===== config.mk =====
export PLATFORM = sky130hd
export DESIGN_NAME = ioctl_loader_bridge
export DESIGN_NICKNAME = d
export VERILOG_FILES = /design/src/rtl/ioctl_loader_bridge.sv
export SDC_FILE = /design/constraint.sdc
export NUM_CORES = 1
export LEC_CHECK = 0
export CORE_MARGIN = 2
export CORE_UTILIZATION = 58
export DETAILED_ROUTE_END_ITERATION = 12
export GPL_ROUTABILITY_DRIVEN = 0
export PLACE_DENSITY = 0.79
export SKIP_LAST_GASP = 1
export SYNTH_ARGS = -nofsm -noshare
export SYNTH_HDL_FRONTEND = slang
export SYNTH_SLANG_ARGS = --single-unit

===== constraint.sdc =====
create_clock -name clk_sys -period 4 [get_ports clk_sys]
set_clock_uncertainty 0.05 [all_clocks]
set_input_delay 0.8 -clock clk_sys [delete_from_list [all_inputs] [get_ports clk_sys]]
set_output_delay 0.8 -clock clk_sys [all_outputs]
set_load 0.005 [all_outputs]

===== src/rtl/ioctl_loader_bridge.sv =====
// ioctl_loader_bridge: buffers hps_io ioctl download bytes in a small FIFO and
// hands them one at a time to the PC88 loader port with an issue/acknowledge
// handshake. It throttles the host via ioctl_wait and flags dropped bytes.
// Optional build macro LDR_CHECKSUM_EN adds ldr_sum / ldr_count outputs.
module ioctl_loader_bridge #(
  parameter int unsigned AW          = 19,
  parameter int unsigned DEPTH_LOG2  = 3,
  parameter int unsigned WAIT_MARGIN = 2
) (
  input  logic          clk_sys,
  input  logic          reset,
  input  logic          ioctl_download,
  input  logic          ioctl_wr,
  input  logic [24:0]   ioctl_addr,
  input  logic [7:0]    ioctl_dout,
  output logic          ioctl_wait,
  output logic [AW-1:0] ldr_adr,
  output logic [7:0]    ldr_wdat,
  output logic          ldr_wr,
  input  logic          ldr_ack,
  output logic          ldr_oe,
  output logic          ldr_done,
  output logic          ldr_overflow
`ifdef LDR_CHECKSUM_EN
  ,
  output logic [7:0]    ldr_sum,
  output logic [23:0]   ldr_count
`endif
);

  localparam int unsigned DEPTH = 1 << DEPTH_LOG2;
  localparam int unsigned CW    = DEPTH_LOG2 + 1;
  localparam int unsigned EW    = AW + 8;
  localparam logic [CW-1:0] C_FULL    = CW'(DEPTH);
  localparam logic [CW-1:0] C_WAIT_TH = CW'(DEPTH - WAIT_MARGIN);

  typedef enum logic {S_IDLE, S_WAIT_ACK} state_t;

  state_t                r_state;
  logic [EW-1:0]         r_mem [DEPTH];
  logic [DEPTH_LOG2-1:0] r_wptr;
  logic [DEPTH_LOG2-1:0] r_rptr;
  logic [CW-1:0]         r_count;
  logic                  r_wait;
  logic                  r_overflow;
  logic [AW-1:0]         r_adr;
  logic [7:0]            r_wdat;
  logic                  r_wr;
  logic                  r_ack_d;
  logic                  r_dl_d;
  logic                  r_dl_seen;
  logic                  r_done;
  logic                  r_oe;

  logic                  w_push_req;
  logic                  w_full;
  logic                  w_push;
  logic                  w_ack_rise;
  logic                  w_pop;
  logic [CW-1:0]         w_count_nx;
  logic                  w_dl_seen_nx;
  logic                  w_done_nx;

  assign w_push_req   = ioctl_wr & ~r_done;
  assign w_full       = (r_count == C_FULL);
  assign w_push       = w_push_req & ~w_full;
  assign w_ack_rise   = ldr_ack & ~r_ack_d;
  assign w_pop        = (r_state == S_WAIT_ACK) & w_ack_rise;
  assign w_dl_seen_nx = r_dl_seen | (ioctl_download & ~r_dl_d);
  assign w_done_nx    = r_done | (r_dl_seen & ~ioctl_download &
                                  (r_count == '0) & (r_state == S_IDLE));

  // Upper address bits beyond the loader width are intentionally discarded.
  if (AW < 25) begin : g_addr_unused
    logic w_unused_addr;
    assign w_unused_addr = ^ioctl_addr[24:AW];
  end

  // Occupancy after this cycle's push/pop.
  always_comb begin
    w_count_nx = r_count;
    case ({w_push, w_pop})
      2'b10:   w_count_nx = r_count + CW'(1);
      2'b01:   w_count_nx = r_count - CW'(1);
      default: w_count_nx = r_count;
    endcase
  end

  // FIFO storage; contents are don't-care until written so no reset.
  always_ff @(posedge clk_sys) begin
    if (w_push) r_mem[r_wptr] <= {ioctl_addr[AW-1:0], ioctl_dout};
  end

  // FIFO pointers, occupancy, host backpressure and sticky overflow.
  always_ff @(posedge clk_sys or posedge reset) begin
    if (reset) begin
      r_wptr     <= '0;
      r_rptr     <= '0;
      r_count    <= '0;
      r_wait     <= 1'b0;
      r_overflow <= 1'b0;
    end else begin
      if (w_push) r_wptr <= r_wptr + DEPTH_LOG2'(1);
      if (w_pop)  r_rptr <= r_rptr + DEPTH_LOG2'(1);
      r_count <= w_count_nx;
      r_wait  <= (w_count_nx >= C_WAIT_TH);
      if (w_push_req & w_full) r_overflow <= 1'b1;
    end
  end

  // Issue/acknowledge FSM; the head stays in the FIFO until acknowledged.
  always_ff @(posedge clk_sys or posedge reset) begin
    if (reset) begin
      r_state <= S_IDLE;
      r_wr    <= 1'b0;
      r_adr   <= '0;
      r_wdat  <= '0;
    end else begin
      case (r_state)
        S_IDLE: begin
          if (r_count != '0) begin
            {r_adr, r_wdat} <= r_mem[r_rptr];
            r_wr            <= 1'b1;
            r_state         <= S_WAIT_ACK;
          end
        end
        S_WAIT_ACK: begin
          if (w_ack_rise) begin
            r_wr    <= 1'b0;
            r_state <= S_IDLE;
          end
        end
        default: r_state <= S_IDLE;
      endcase
    end
  end

  // Edge detectors and download-lifetime flags (done/oe are sticky per load).
  always_ff @(posedge clk_sys or posedge reset) begin
    if (reset) begin
      r_ack_d   <= 1'b0;
      r_dl_d    <= 1'b0;
      r_dl_seen <= 1'b0;
      r_done    <= 1'b0;
      r_oe      <= 1'b0;
    end else begin
      r_ack_d   <= ldr_ack;
      r_dl_d    <= ioctl_download;
      r_dl_seen <= w_dl_seen_nx;
      r_done    <= w_done_nx;
      r_oe      <= w_dl_seen_nx & ~w_done_nx;
    end
  end

`ifdef LDR_CHECKSUM_EN
  logic [7:0]  r_sum;
  logic [23:0] r_bytes;

  // Running sum and saturating count of acknowledged bytes.
  always_ff @(posedge clk_sys or posedge reset) begin
    if (reset) begin
      r_sum   <= '0;
      r_bytes <= '0;
    end else if (w_pop) begin
      r_sum <= r_sum + r_wdat;
      if (r_bytes != '1) r_bytes <= r_bytes + 24'd1;
    end
  end

  assign ldr_sum   = r_sum;
  assign ldr_count = r_bytes;
`endif

  assign ioctl_wait   = r_wait;
  assign ldr_adr      = r_adr;
  assign ldr_wdat     = r_wdat;
  assign ldr_wr       = r_wr;
  assign ldr_oe       = r_oe;
  assign ldr_done     = r_done;
  assign ldr_overflow = r_overflow;

endmodule


==> After elaboration in Yosys (flattened, before gate mapping) <==
Memories as Yosys holds them, arrays and structs flattened. A register that Yosys moved wholly into a read port is not among the register bits.
Index checks and enable logic that the tools add are counted.
{ "totals": {"register_bits": 19, "mem_bits_rw": 216, "input_bits": 38, "output_inout_bits": 32, "wordCells": 55, "n_memories": 1} }
{ "op_classes": {"addsub": 4, "n_lt_le_gt_ge": 1, "n_eq_ne": 5, "mux": 9, "bitwise_logic": 19, "n_reduce_logical": 4} }
{ "mem_list": {"columns": ["memory", "depth", "width", "read_ports", "rd_clocked_by_memory_dff", "write_ports", "line_no", "text"], "rows": [
  ["r_mem", 8, 27, 1, 1, 1, "40", "logic [EW-1:0] r_mem [DEPTH];"]
]} }
{ "op_table": {"columns": ["op", "count"], "rows": [
  ["$and 1x1->1", 10],
  ["$pmux 4 s2", 1],
  ["$not 1->1", 7],
  ["$add 3x1->3 const B", 2],
  ["$mux 1", 6],
  ["$add 4x1->4 const B", 1],
  ["$eq 4x4->1 const B", 1],
  ["$ge 4x3->1 const B", 1],
  ["$logic_not 4->1", 1],
  ["$ne 2x1->1 const B", 2],
  ["$pmux 1 s2", 2],
  ["$reduce_and 2->1", 2],
  ["$reduce_bool 4->1", 1],
  ["$sub 4x1->4 const B", 1],
  ["$eq 2x1->1 const B", 1],
  ["$eq 2x2->1 const B", 1],
  ["$or 1x1->1", 2]
]} }

==> Longest topological paths before layout <==
{ "depth": {"ltp_word": 7, "mapped_depth": 11, "mapped_depth_nobuf": 9} }

==> Worst setup path before layout <==
Ideal clock, no wire load.
{ "synth_path": {"path_type": "input port to flip-flop", "from": "input port ioctl_wr", "to": "memory r_mem[0][0] (netlist bit) (enable)", "setup_ns": 0.445, "t_arrival_ns": 3.214, "path_slack_ns": 0.291, "cell_stages": 3, "n_path_buf": 0, "path_cell_list": "nand2b_2 > or3_1 > nor3_1"} }
{ "synth_via": {"elab_chain_cells": 4} }
{ "synth_rtl": {"columns": ["item", "line_no", "text"], "rows": [
  ["start, declared", "13", "input logic ioctl_wr,"],
  ["$and 1x1->1", "64", "assign w_push_req = ioctl_wr & ~r_done;"],
  ["$and 1x1->1", "66", "assign w_push = w_push_req & ~w_full;"],
  ["$mux 1", "91", "if (w_push) r_mem[r_wptr] <= {ioctl_addr[AW-1:0], ioctl_dout};"],
  ["$mux 1 (not written as such)", "91", null],
  ["end, declared", "40", null]
]} }
Every way passes these cells.

==> Worst setup path after layout <==
{ "layout_path": {"from": "input port ioctl_wr", "to": "register r_wait (netlist: ioctl_wait)"} }
{ "layout_via": {"elab_chain_cells": 5, "word_cells_on_any_way": 6, "cone_classes": "order compare: 1; eq/ne: 2; mux: 1; bitwise: 2"} }
{ "layout_rtl": {"columns": ["item", "line_no", "text"], "rows": [
  ["$and 1x1->1 (*)", "64", null],
  ["$and 1x1->1 (*)", "66", null],
  ["$eq 2x1->1 or $eq 2x2->1 (tied branches)", "82", "case ({w_push, w_pop})"],
  ["$pmux 4 s2 (*)", "82", null],
  ["$ge 4x3->1 (*)", "106", "r_wait <= (w_count_nx >= C_WAIT_TH);"],
  ["end signal, assigned", "106", null],
  ["end, declared", "44", "logic r_wait;"]
]} }
Every way passes the cells marked *; elsewhere a longest branch is shown, timed or not.
A chain may end at the register's enable or synchronous reset.

==> metrics.md <==
| Metric | Value |
|---|---|
| P per Cell Area | about 730 mW/mm² |
| Adder-Cell Fraction of Synth Area | 0.00503 |
| Largest family of logic cells by synthesized area | multiplexers |
| HPWL Detailed | between 10000 and 15000 µm |
| Worst r2r src | r_count[0] |
| Post-Synthesis Cells | ~500 |
| Dominant synthesized flop cell | edfxtp_1 |
| Commonest cells after routing, fill and taps aside | edfxtp_1, clkdlybuf4s50_1, mux4_2, dfrtp_1, nor2_1 |
| Yosys top cell area share | 0.652 |
| Syn. warnings | 0 |
| Max cap viols | 0 |
| Final Routed Wirelength | approximately 20000 µm |
| WL per Instance | 23.9 µm |
| Worst EP required | ~4.3 ns |
| Endpoints failing hold | 0 |
| CTS tree | yes |
| Setup TNS | 0 ns |
| Type of the most critical hold path | reg2reg |
| Clock Sinks | around 260 |
| Final worst-path cycle share | 0.725 |
| Largest net degree at the start of global routing | 57 |
| WP depth | 10 |
| Maximum clock rate | roughly 0.34 GHz |
| Clock Tree Root | clkbuf_16 |
| GR Util met3 | 0.0327 |
| Post-synthesis cell type count | 40 |
| Post-synth top area cell | edfxtp_1 |
| Net count after synthesis | 534 |
| Post-Synth Simple-Gate Area | 0.0330 |
| Initial Util | 0.597 |
| Via count of the first global-routing pass | between 5000 and 6000 |
| CTS H-tree depth | 1 |
| Cts repair resizes | 0 |
| Commonest non-fill, non-tap cell in the layout | edfxtp_1 |
| Grt ovf | 0 |
| Register-to-Register Path Depth | 9 |
| Pleak | between 4 and 5 nW |
| Register area share after synthesis | 0.768 |
| Top post-synthesis cells by area | edfxtp_1, mux4_2, dfrtp_1 |
| Clk pin slew, worst setup/hold paths | around 0.06 ns |
| Max VDD drop | about 0.0004 V |
| RSZ-0062 raised after global routing | no |
| Routed vias | 4922 |
| First-pass GRT wire length | around 30000 µm |
| CP peak stage delay | between 0.4 and 0.5 ns |
| Hold_sp | r_dl_d |
| Met2 usage | 0.377 |
| DIE AREA | roughly 0.018 mm² |
| TritonRoute pass-1 iters | 4 |
| DR vias/cell | 6.01 |
| Critical path type | in2reg |
| ANT nets after route | 0 |
| Crit-path max FO | 7 |
| Slowest-stage cell, CP | clkdlybuf4s50_1 |
| Crit. End Element | flop |
| Complex-gate fraction of the synthesized area | 0.0229 |
| Clock Tree Buf Depth | 3 |
| Nets | 621 |
| Worst Tran Pin Value | 1.13 ns |
| Period minus WS final | just under 3 ns |
| Setup bufs post-CTS | 0 |
| Number of flops mapped to enable cells by yosys | 216 |
| Ys async rst share | 0.176 |
| Met1 usage | 0.308 |
| TritonCTS Buffers | 27 |
| Layer with the highest usage | met2 |
| Core Box Area | between 0.015 and 0.02 mm² |
| Mux contribution to synthesized area | 0.151 |
| Avg Cell Area, Syn | around 20 µm² |
| Final setup vio count | 0 |
| # IOs | 70 |
| Crit. Startpoint | ioctl_wr |
| Row count | 47 |
| Critical Path Source Type | primary input |
| Hold Path Cell Cnt | 1 |
| Crit path cell chain | clkdlybuf4s50_1 > nand2b_2 > nor2_1 > inv_1 > ha_1 > nand4b_1 > a211oi_1 > a31oi_1 > a21oi_1 > o221ai_1 |
| Delay-heaviest family, CP | compound AO/OA/AOI/OAI gates |
| Initial antenna violation count | 0 |
| Yosys reg bits | roughly 260 |
| CTS hold repair buffers | 0 |
| Synth Area in XOR/XNOR | 0.00617 |
| Status | finished, final reports clean |
| Worst skew pair latency | 0.52 ns |
| PortBufs | 63 |
| Initial drt markers | roughly 370 |
| CP arrival | 3.23 ns |
| Layout area overhead | 19.4% |
| Final non-filler cell total | around 820 |
| Syn Std Cell Area | 0.00994 mm² |
| Die height | 135 µm |
| Layout cell share with drive strength beyond 1 | 0.219 |
| Final Slew Violations | 0 |
| Placed cell count | just under 800 |
| Relative slew margins | 0.246 |
| # DRC | 0 |
| Total track usage | 0.225 |
| Buffers & Inverters on Critical Path | 2 |
| Die X | about 130 µm |
| Number of diodes | 0 |
-- final timing paths --
path	slack [ns]	end
worst max-delay path	1.10	ioctl_wait
worst min-delay path	0.39	r_dl_seen
worst max register to register	1.28	ioctl_wait
worst min register to register	0.39	r_dl_seen
max in group asynchronous	2.41	ldr_adr[18]
min in group asynchronous	0.73	ldr_wdat[4]
-- area by class of cell --
cell class,instances,area (µm²)
fill,987,4770
clock inverter,10,175
multi-input combinational,201,2190
sequential,262,7640
inverter,7,26.3
tap,220,275
timing repair buffer,80,783
clock buffer,39,771
-- through the flow --
stage                     hold slack, ns  worst slack (ns)  cell area [µm²]  power [mW]   util
after floorplan                    0.358             0.291             9940        5.22      -
after detailed placement           0.377             0.661            10900        6.04  0.656
after CTS                          0.396              1.16            11900        8.71  0.713
final                              0.393              1.10            11900        8.63  0.713
after global placement             0.371             0.822            10900        5.94  0.656
after global routing               0.419             0.945            11900        8.99  0.713
-- report_power, final --
group	switching, mW	internal [mW]
clock network	0.977	1.65
registers	0.550	3.46
logic	0.826	1.16
-- logic make-up (layout without fill, tap and decap cells) --
logic type | Yosys count | count (layout)
buffers and inverters | 29 | 136
AOI/OAI and AO/OA | 39 | 39
and+or+nand+nor | 69 | 69
DFF | 262 | 262
adders and majority gates | 4 | 4
muxes | 82 | 82
xor gates and xnor gates | 7 | 7
-- synthesized netlist by cell type, types with 2 or more instances --
cell	n
a21oi_1	29
mux4_2	54
buf_2	9
buf_4	5
clkbuf_1	7
mux2i_1	27
nor2_1	39
a31oi_1	2
inv_1	6
nand2_1	13
dfrtp_1	46
nand2b_1	2
nor3_1	3
xnor2_1	6
ha_1	4
edfxtp_1	216
-- layer usage --
metal,share of wire,up-vias,wire length (µm)
met5,0,-,0
met4,0.026,0,501
met3,0.058,45,1130
met2,0.51,175,9960
met1,0.41,2564,7970
li1,-,2138,-
-- worst register-to-register path: cells and delay by family, from the launching register on --
| kind | cells | cell delay (ns) |
|---|---|---|
| compound gates | 4 | 0.80 |
| fa+ha+maj | 1 | 0.33 |
| buf+inv | 1 | 0.13 |
| flops | 1 | 0.49 |
| simple gates | 3 | 0.77 |
-- registers in the layout, indices dropped and copies added (netlist names), 3 cells and up --
| signal | count |
|---|---|
| ldr_adr | 19 |
| r_rptr | 3 |
| r_count | 4 |
| r_mem | 216 |
| ldr_wdat | 8 |
| r_wptr | 3 |
No activity file was read; power rests on OpenSTA's default activity.
